File: src/rtl/frame_buf_mgr_if.sv
// Frame-event and buffer-address bundle between the capture/display control and
// frame_buf_mgr.
interface frame_buf_mgr_if #(
  parameter int unsigned ADDR_W = 24,
  parameter int unsigned CNT_W  = 16
);
  logic              freeze;
  logic              wr_frame_start;
  logic              wr_frame_done;
  logic              rd_frame_start;
  logic [ADDR_W-1:0] wr_base_addr;
  logic [ADDR_W-1:0] rd_base_addr;
  logic              wr_busy;
  logic              rd_valid;
  logic              frame_write_done;
  logic [CNT_W-1:0]  drop_cnt;
  logic [CNT_W-1:0]  repeat_cnt;

  modport master (
    output freeze, wr_frame_start, wr_frame_done, rd_frame_start,
    input  wr_base_addr, rd_base_addr, wr_busy, rd_valid, frame_write_done,
    input  drop_cnt, repeat_cnt
  );

  modport slave (
    input  freeze, wr_frame_start, wr_frame_done, rd_frame_start,
    output wr_base_addr, rd_base_addr, wr_busy, rd_valid, frame_write_done,
    output drop_cnt, repeat_cnt
  );
endinterface

File: src/rtl/frame_buf_mgr.sv
// N-buffer DDR frame pointer manager: the writer never picks the buffer being displayed,
// the reader always takes the newest complete frame at vsync.
module frame_buf_mgr #(
  parameter int unsigned       NUM_BUF     = 3,
  parameter int unsigned       IDX_W       = 2,
  parameter int unsigned       ADDR_W      = 24,
  parameter logic [ADDR_W-1:0] BASE_ADDR   = '0,
  parameter logic [ADDR_W-1:0] FRAME_WORDS = 24'h01FE00,
  parameter int unsigned       CNT_W       = 16
) (
  input  logic            clk,
  input  logic            rst_n,
  frame_buf_mgr_if.slave  bus
);

  typedef enum logic [0:0] {StWIdle, StWAct} wr_state_e;

  wr_state_e         wr_state_q;
  logic [IDX_W-1:0]  wr_idx_q, rd_idx_q, latest_idx_q;
  logic              latest_valid_q, fresh_q, rd_valid_q;
  logic [ADDR_W-1:0] wr_base_q, rd_base_q;
  logic              wr_busy_q, rd_valid_out_q, done_pulse_q;
  logic [CNT_W-1:0]  drop_cnt_q, repeat_cnt_q;

  logic              done_fire, start_fire, fresh_mid, rd_take, rd_repeat;
  logic              latest_valid_d, rd_valid_d, fresh_d, sel_found;
  logic [IDX_W-1:0]  latest_idx_d, rd_idx_d, sel_idx;

  function automatic logic [ADDR_W-1:0] addr_of(input logic [IDX_W-1:0] idx);
    return BASE_ADDR + ADDR_W'(idx) * FRAME_WORDS;
  endfunction

  // Same-cycle ordering: writer completion, then reader vsync, then new writer frame.
  always_comb begin
    done_fire      = bus.wr_frame_done && (wr_state_q == StWAct);
    start_fire     = bus.wr_frame_start && !bus.freeze;
    latest_idx_d   = done_fire ? wr_idx_q : latest_idx_q;
    latest_valid_d = latest_valid_q | done_fire;
    fresh_mid      = fresh_q | done_fire;
    rd_take        = bus.rd_frame_start && fresh_mid;
    rd_repeat      = bus.rd_frame_start && !fresh_mid && rd_valid_q;
    rd_idx_d       = rd_take ? latest_idx_d : rd_idx_q;
    rd_valid_d     = rd_valid_q | rd_take;
    fresh_d        = fresh_mid & ~rd_take;

    sel_idx   = '0;
    sel_found = 1'b0;
    for (int unsigned i = 0; i < NUM_BUF; i++) begin
      if (!sel_found && !(rd_valid_d && rd_idx_d == IDX_W'(i)) &&
          !(NUM_BUF >= 3 && latest_valid_d && latest_idx_d == IDX_W'(i))) begin
        sel_idx   = IDX_W'(i);
        sel_found = 1'b1;
      end
    end
  end

  always_ff @(posedge clk) begin
    if (!rst_n) begin
      wr_state_q     <= StWIdle;
      wr_idx_q       <= '0;
      rd_idx_q       <= '0;
      latest_idx_q   <= '0;
      latest_valid_q <= 1'b0;
      fresh_q        <= 1'b0;
      rd_valid_q     <= 1'b0;
      wr_base_q      <= BASE_ADDR;
      rd_base_q      <= BASE_ADDR;
      wr_busy_q      <= 1'b0;
      rd_valid_out_q <= 1'b0;
      done_pulse_q   <= 1'b0;
      drop_cnt_q     <= '0;
      repeat_cnt_q   <= '0;
    end else begin
      if (start_fire) begin
        wr_state_q <= StWAct;
        wr_idx_q   <= sel_idx;
      end else if (done_fire) begin
        wr_state_q <= StWIdle;
      end
      latest_idx_q   <= latest_idx_d;
      latest_valid_q <= latest_valid_d;
      fresh_q        <= fresh_d;
      rd_idx_q       <= rd_idx_d;
      rd_valid_q     <= rd_valid_d;

      // A second completed frame while the previous one is still unseen drops it.
      if (done_fire && fresh_q && drop_cnt_q != '1) drop_cnt_q <= drop_cnt_q + CNT_W'(1);
      if (rd_repeat && repeat_cnt_q != '1) repeat_cnt_q <= repeat_cnt_q + CNT_W'(1);

      wr_base_q      <= addr_of(wr_idx_q);
      rd_base_q      <= addr_of(rd_idx_q);
      wr_busy_q      <= (wr_state_q == StWAct);
      rd_valid_out_q <= rd_valid_q;
      done_pulse_q   <= done_fire;
    end
  end

  assign bus.wr_base_addr     = wr_base_q;
  assign bus.rd_base_addr     = rd_base_q;
  assign bus.wr_busy          = wr_busy_q;
  assign bus.rd_valid         = rd_valid_out_q;
  assign bus.frame_write_done = done_pulse_q;
  assign bus.drop_cnt         = drop_cnt_q;
  assign bus.repeat_cnt       = repeat_cnt_q;

endmodule
File: src/flat_wrapper.sv
// flat-port wrapper written by rule: the top's interface ports become plain ports
module frame_buf_mgr_flat 
#(
  parameter int unsigned       NUM_BUF     = 3,
  parameter int unsigned       IDX_W       = 2,
  parameter int unsigned       ADDR_W      = 24,
  parameter logic [ADDR_W-1:0] BASE_ADDR   = '0,
  parameter logic [ADDR_W-1:0] FRAME_WORDS = 24'h01FE00,
  parameter int unsigned       CNT_W       = 16
)
  (clk, rst_n, bus_freeze, bus_wr_frame_start, bus_wr_frame_done, bus_rd_frame_start, bus_wr_base_addr, bus_rd_base_addr, bus_wr_busy, bus_rd_valid, bus_frame_write_done, bus_drop_cnt, bus_repeat_cnt);
  frame_buf_mgr_if #(.ADDR_W(ADDR_W), .CNT_W(CNT_W)) bus_i ();
  input  logic clk;
  input  logic rst_n;
  input wire logic [$bits(bus_i.freeze)-1:0] bus_freeze;
  input wire logic [$bits(bus_i.wr_frame_start)-1:0] bus_wr_frame_start;
  input wire logic [$bits(bus_i.wr_frame_done)-1:0] bus_wr_frame_done;
  input wire logic [$bits(bus_i.rd_frame_start)-1:0] bus_rd_frame_start;
  output wire logic [$bits(bus_i.wr_base_addr)-1:0] bus_wr_base_addr;
  output wire logic [$bits(bus_i.rd_base_addr)-1:0] bus_rd_base_addr;
  output wire logic [$bits(bus_i.wr_busy)-1:0] bus_wr_busy;
  output wire logic [$bits(bus_i.rd_valid)-1:0] bus_rd_valid;
  output wire logic [$bits(bus_i.frame_write_done)-1:0] bus_frame_write_done;
  output wire logic [$bits(bus_i.drop_cnt)-1:0] bus_drop_cnt;
  output wire logic [$bits(bus_i.repeat_cnt)-1:0] bus_repeat_cnt;
  assign bus_i.freeze = bus_freeze;
  assign bus_i.wr_frame_start = bus_wr_frame_start;
  assign bus_i.wr_frame_done = bus_wr_frame_done;
  assign bus_i.rd_frame_start = bus_rd_frame_start;
  assign bus_wr_base_addr = bus_i.wr_base_addr;
  assign bus_rd_base_addr = bus_i.rd_base_addr;
  assign bus_wr_busy = bus_i.wr_busy;
  assign bus_rd_valid = bus_i.rd_valid;
  assign bus_frame_write_done = bus_i.frame_write_done;
  assign bus_drop_cnt = bus_i.drop_cnt;
  assign bus_repeat_cnt = bus_i.repeat_cnt;
  frame_buf_mgr #(.NUM_BUF(NUM_BUF), .IDX_W(IDX_W), .ADDR_W(ADDR_W), .BASE_ADDR(BASE_ADDR), .FRAME_WORDS(FRAME_WORDS), .CNT_W(CNT_W)) u_core (.clk(clk), .rst_n(rst_n), .bus(bus_i));
endmodule
File: config.mk
export PLATFORM = sky130hd
export DESIGN_NAME = frame_buf_mgr_flat
export DESIGN_NICKNAME = d
export VERILOG_FILES = /design/src/rtl/frame_buf_mgr_if.sv /design/src/rtl/frame_buf_mgr.sv /design/src/flat_wrapper.sv
export SDC_FILE = /design/constraint.sdc
export NUM_CORES = 1
export LEC_CHECK = 0
export ABC_AREA = 1
export CORE_ASPECT_RATIO = 1.2
export CORE_MARGIN = 3
export CORE_UTILIZATION = 48
export CTS_BUF_LIST = sky130_fd_sc_hd__clkbuf_16
export DETAILED_ROUTE_END_ITERATION = 12
export MAX_ROUTING_LAYER = met4
export PLACE_DENSITY = 0.77
export REMOVE_ABC_BUFFERS = 1
export SLEW_MARGIN = 20
export SYNTH_ARGS = -nofsm -noshare
export SYNTH_HDL_FRONTEND = slang
export SYNTH_SLANG_ARGS = --single-unit
File: constraint.sdc
create_clock -name clk -period 1.8 [get_ports clk]
set_input_delay 0.27 -clock clk [delete_from_list [all_inputs] [get_ports clk]]
set_output_delay 0.27 -clock clk [all_outputs]
set_load 0.01 [all_outputs]
==> flow_summary.yaml <==
clocking:
  clockBufferDepth: 2
  clkSinkCount: 55
  cts_root_buffer: "clkbuf_16"
  cts_made_buffers: 5
  clock_latency_ns: 0.29
  cts_tree: "yes"
  h-tree-depth: 2
  clkTransAtPathRegs_ns: 0.07
  hold_buffers: 0
pwr:
  power_density_nw_per_um2: 698
  power_frac_clock: 0.454
  power_frac_seq: 0.468
  power.switching_mw: 0.561
  max-vdd-ir-drop_mv: 0.402
  p_int_mw: 2.12
  switching_share: 0.210
  total_power_mw: 2.68
  leakage_nw: 1.53
  power_frac_comb: 0.077
drt:
  wire_per_inst_um: 11.1
  drt-initial-drc-count: 103
  num_vias: 2650
  dr.pass1.iters: 4
  ant_nets: 0
  routed_wl_um: 6320
  drc: 0
  vias_per_cell: 4.67
hold_path:
  min_to: "u_core.bus.rd_valid"
  hold_depth: 2
  min_from: "u_core.rd_valid_q"
  hp-class: "reg2reg"
critical_path:
  endpoint_kind: "flop"
  worstPathArrival_ns: 1.90
  critPathMaxFanout: 6
  r2r_cells: 10
  worstReg2RegEnd: "u_core.bus.repeat_cnt[5]"
  cp-start-kind: "flop"
  path_class: "reg2reg"
  required_ns: 2.03
  r2r_start: "u_core.bus.repeat_cnt[1]"
  reg2reg_slack_ns: 0.13
floorplan:
  fp.dieW_um: 78.9
  rows: 31
  die_h_um: 93.5
  start_util: 0.500
  core_area_um2: 6130
  die_area_um2: 7380
  io_pins: 89
layout:
  n_antenna_cell: 0
  final_nets: 498
  regArea_um2: 1100
  area_growth_pct: 25.3
  multi_input_area_um2: 1530
  layout-drive-gt1-share: 0.122
  fillers: 549
synth:
  ys_ff_latch: 55
  synth_warnings: 0
  synth_cell_types: 31
  seq_area_frac_synth: 0.360
  synth_commonest_cells: "nand2_1, dfxtp_1, nor2_1"
  async_flop_share: 0
  synth-edff-count: 0
  syn_area_um2: 3060
  synth_most_common_cell: "nand2_1"
  synth_top_area_share: 0.360
  synth_area_leaders: "dfxtp_1, nand2_1, buf_4"
  yosysTopAreaCell: "dfxtp_1"
  ys.flop_type: "dfxtp_1"
  synthCells: 422
  syn_area_per_cell_um2: 7.26
timing:
  fmaxAchievable_mhz: 600
  setup_viol: 0
  fin_crit_sh: 0.926
  layout_setup_ws_ns: 0.133
  clock_skew_ns: 0.00420
  hold_viol_final: 0
  hold_slack_ns: 0.447
  setup-tns-final_ns: 0
  period_needed_ns: 1.67
  slew_viol_final: 0
outcome:
  status: "finished clean"
job:
  max-cap-violations: 0
place:
  gp_congestion: 0.916
  portBuffers: 60
  dp_hpwl_um: 4710
  dp_slack_ns: -0.00818
global_route:
  grt_pass1_wl_um: 10800
  antenna_found_initial: 0
  grt_pass1_vias: 2546
  grt_max_degree: 19
  grt_usage: 0.184
  grt_overflow: 0
-- cells by family (layout without fill, tap and decap cells) --
| family | after synthesis | in the layout | share of synthesized area |
|---|---|---|---|
| AOI/OAI and AO/OA | 42 | 42 | 0.0858 |
| xor gates and xnor gates | 23 | 23 | 0.0658 |
| adders and majority gates | 8 | 8 | 0.0327 |
| buffers and inverters | 95 | 131 | 0.175 |
| DFF | 55 | 55 | 0.360 |
| other | 1 | 28 | 0.00122 |
| and+or+nand+nor | 198 | 198 | 0.280 |
-- final cells by class --
| type | instances | share of cell area |
|---|---|---|
| clock buffers | 5 | 0.0326 |
| repair buffers | 75 | 0.190 |
| flip-flops and latches | 55 | 0.288 |
| clock inverters | 3 | 0.0166 |
| inverters | 48 | 0.0483 |
| multi-input cells | 299 | 0.398 |
| well taps | 82 | 0.0267 |
-- critical path: stages, from the launching register on --
cell and delay [ns]:
dfxtp_2 0.35, ha_2 0.19, nand2_1 0.11, nor3_4 0.27, inv_2 0.07, nor2_4 0.09, nand2_2 0.08, nand2_4 0.12
buf_4 0.15, nand2_1 0.06, a21oi_2 0.12
-- worst max-delay path by stage --
stage	startpoint	end	slack (ns)
final	u_core.bus.repeat_cnt[1]	u_core.bus.repeat_cnt[5]	0.13
after global routing	u_core.bus.repeat_cnt[0]	u_core.bus.repeat_cnt[0]	-0.005
after CTS	u_core.bus.repeat_cnt[1]	u_core.bus.repeat_cnt[5]	0.1
after detailed placement	bus_wr_frame_done	u_core.bus.repeat_cnt[3]	-0.008
after global placement	bus_wr_frame_done	u_core.bus.repeat_cnt[0]	0.03
after floorplan	u_core.bus.drop_cnt[0]	u_core.bus.drop_cnt[0]	0.06
-- power groups by stage --
stage / Sequential [mW] / Clock, mW / Combinational (mW)
finish: 1.25 / 1.22 / 0.207
global route: 1.26 / 1.28 / 0.232
CTS: 1.25 / 1.24 / 0.208
detailed placement: 1.28 / 0 / 0.206
global placement: 1.28 / 0 / 0.203
floorplan: 1.29 / 0 / 0.0941
-- metal layers --
layer / track usage / part of all wire / vias to the layer above
met5: - / 0 / -
met4: 0.0788 / 0.022 / 0
met3: 0.0328 / 0.041 / 12
li1: - / - / 1360
met2: 0.321 / 0.50 / 60
met1: 0.206 / 0.44 / 1218
-- state kept, by name, summed over array words and instances (netlist names) --
signal                       count
u_core.bus.drop_cnt             16
u_core.bus.frame_write_done      1
u_core.bus.rd_base_addr          5
u_core.bus.rd_valid              1
u_core.bus.repeat_cnt           16
u_core.bus.wr_base_addr          5
u_core.bus.wr_busy               1
u_core.fresh_q                   1
u_core.latest_idx_q              2
u_core.latest_valid_q            1
u_core.rd_idx_q                  2
u_core.rd_valid_q                1
u_core.wr_idx_q                  2
u_core.wr_state_q                1
-- per-stage QoR --
| stage | instances | utilization | cell area [um^2] |
|---|---|---|---|
| floorplan | 402 | - | 2810 |
| global route | 567 | 0.626 | 3840 |
| global placement | 558 | 0.592 | 3630 |
| finish | 567 | 0.626 | 3840 |
| detailed placement | 558 | 0.592 | 3630 |
| CTS | 566 | 0.623 | 3820 |
-- cell usage in the layout (no fill, tap or decap), types with 2 or more instances in the layout --
cell,Yosys,layout
inv_1,40,41
xor2_1,17,17
xnor2_1,6,6
buf_4,39,13
clkdlybuf4s50_1,0,60
nor3_1,10,10
conb_1,1,28
clkbuf_16,0,5
a21oi_2,10,10
dfxtp_1,55,53
inv_2,6,5
nor3_2,3,3
a21oi_1,19,19
nor2_1,42,42
nand4_1,2,2
nand2_2,9,9
dfxtp_2,0,2
ha_1,8,7
nand3_1,19,19
nand2_1,109,109
inv_4,1,2
o21ai_0,9,9
bufinv_16,0,2
-- timing repair --
item | 4_1_cts | 5_1_grt
setup buffers | 0 | 1
resized for setup | 0 | 6
endpoints found under the setup margin | 0 | 5
Power figures use the tool's default switching activity.
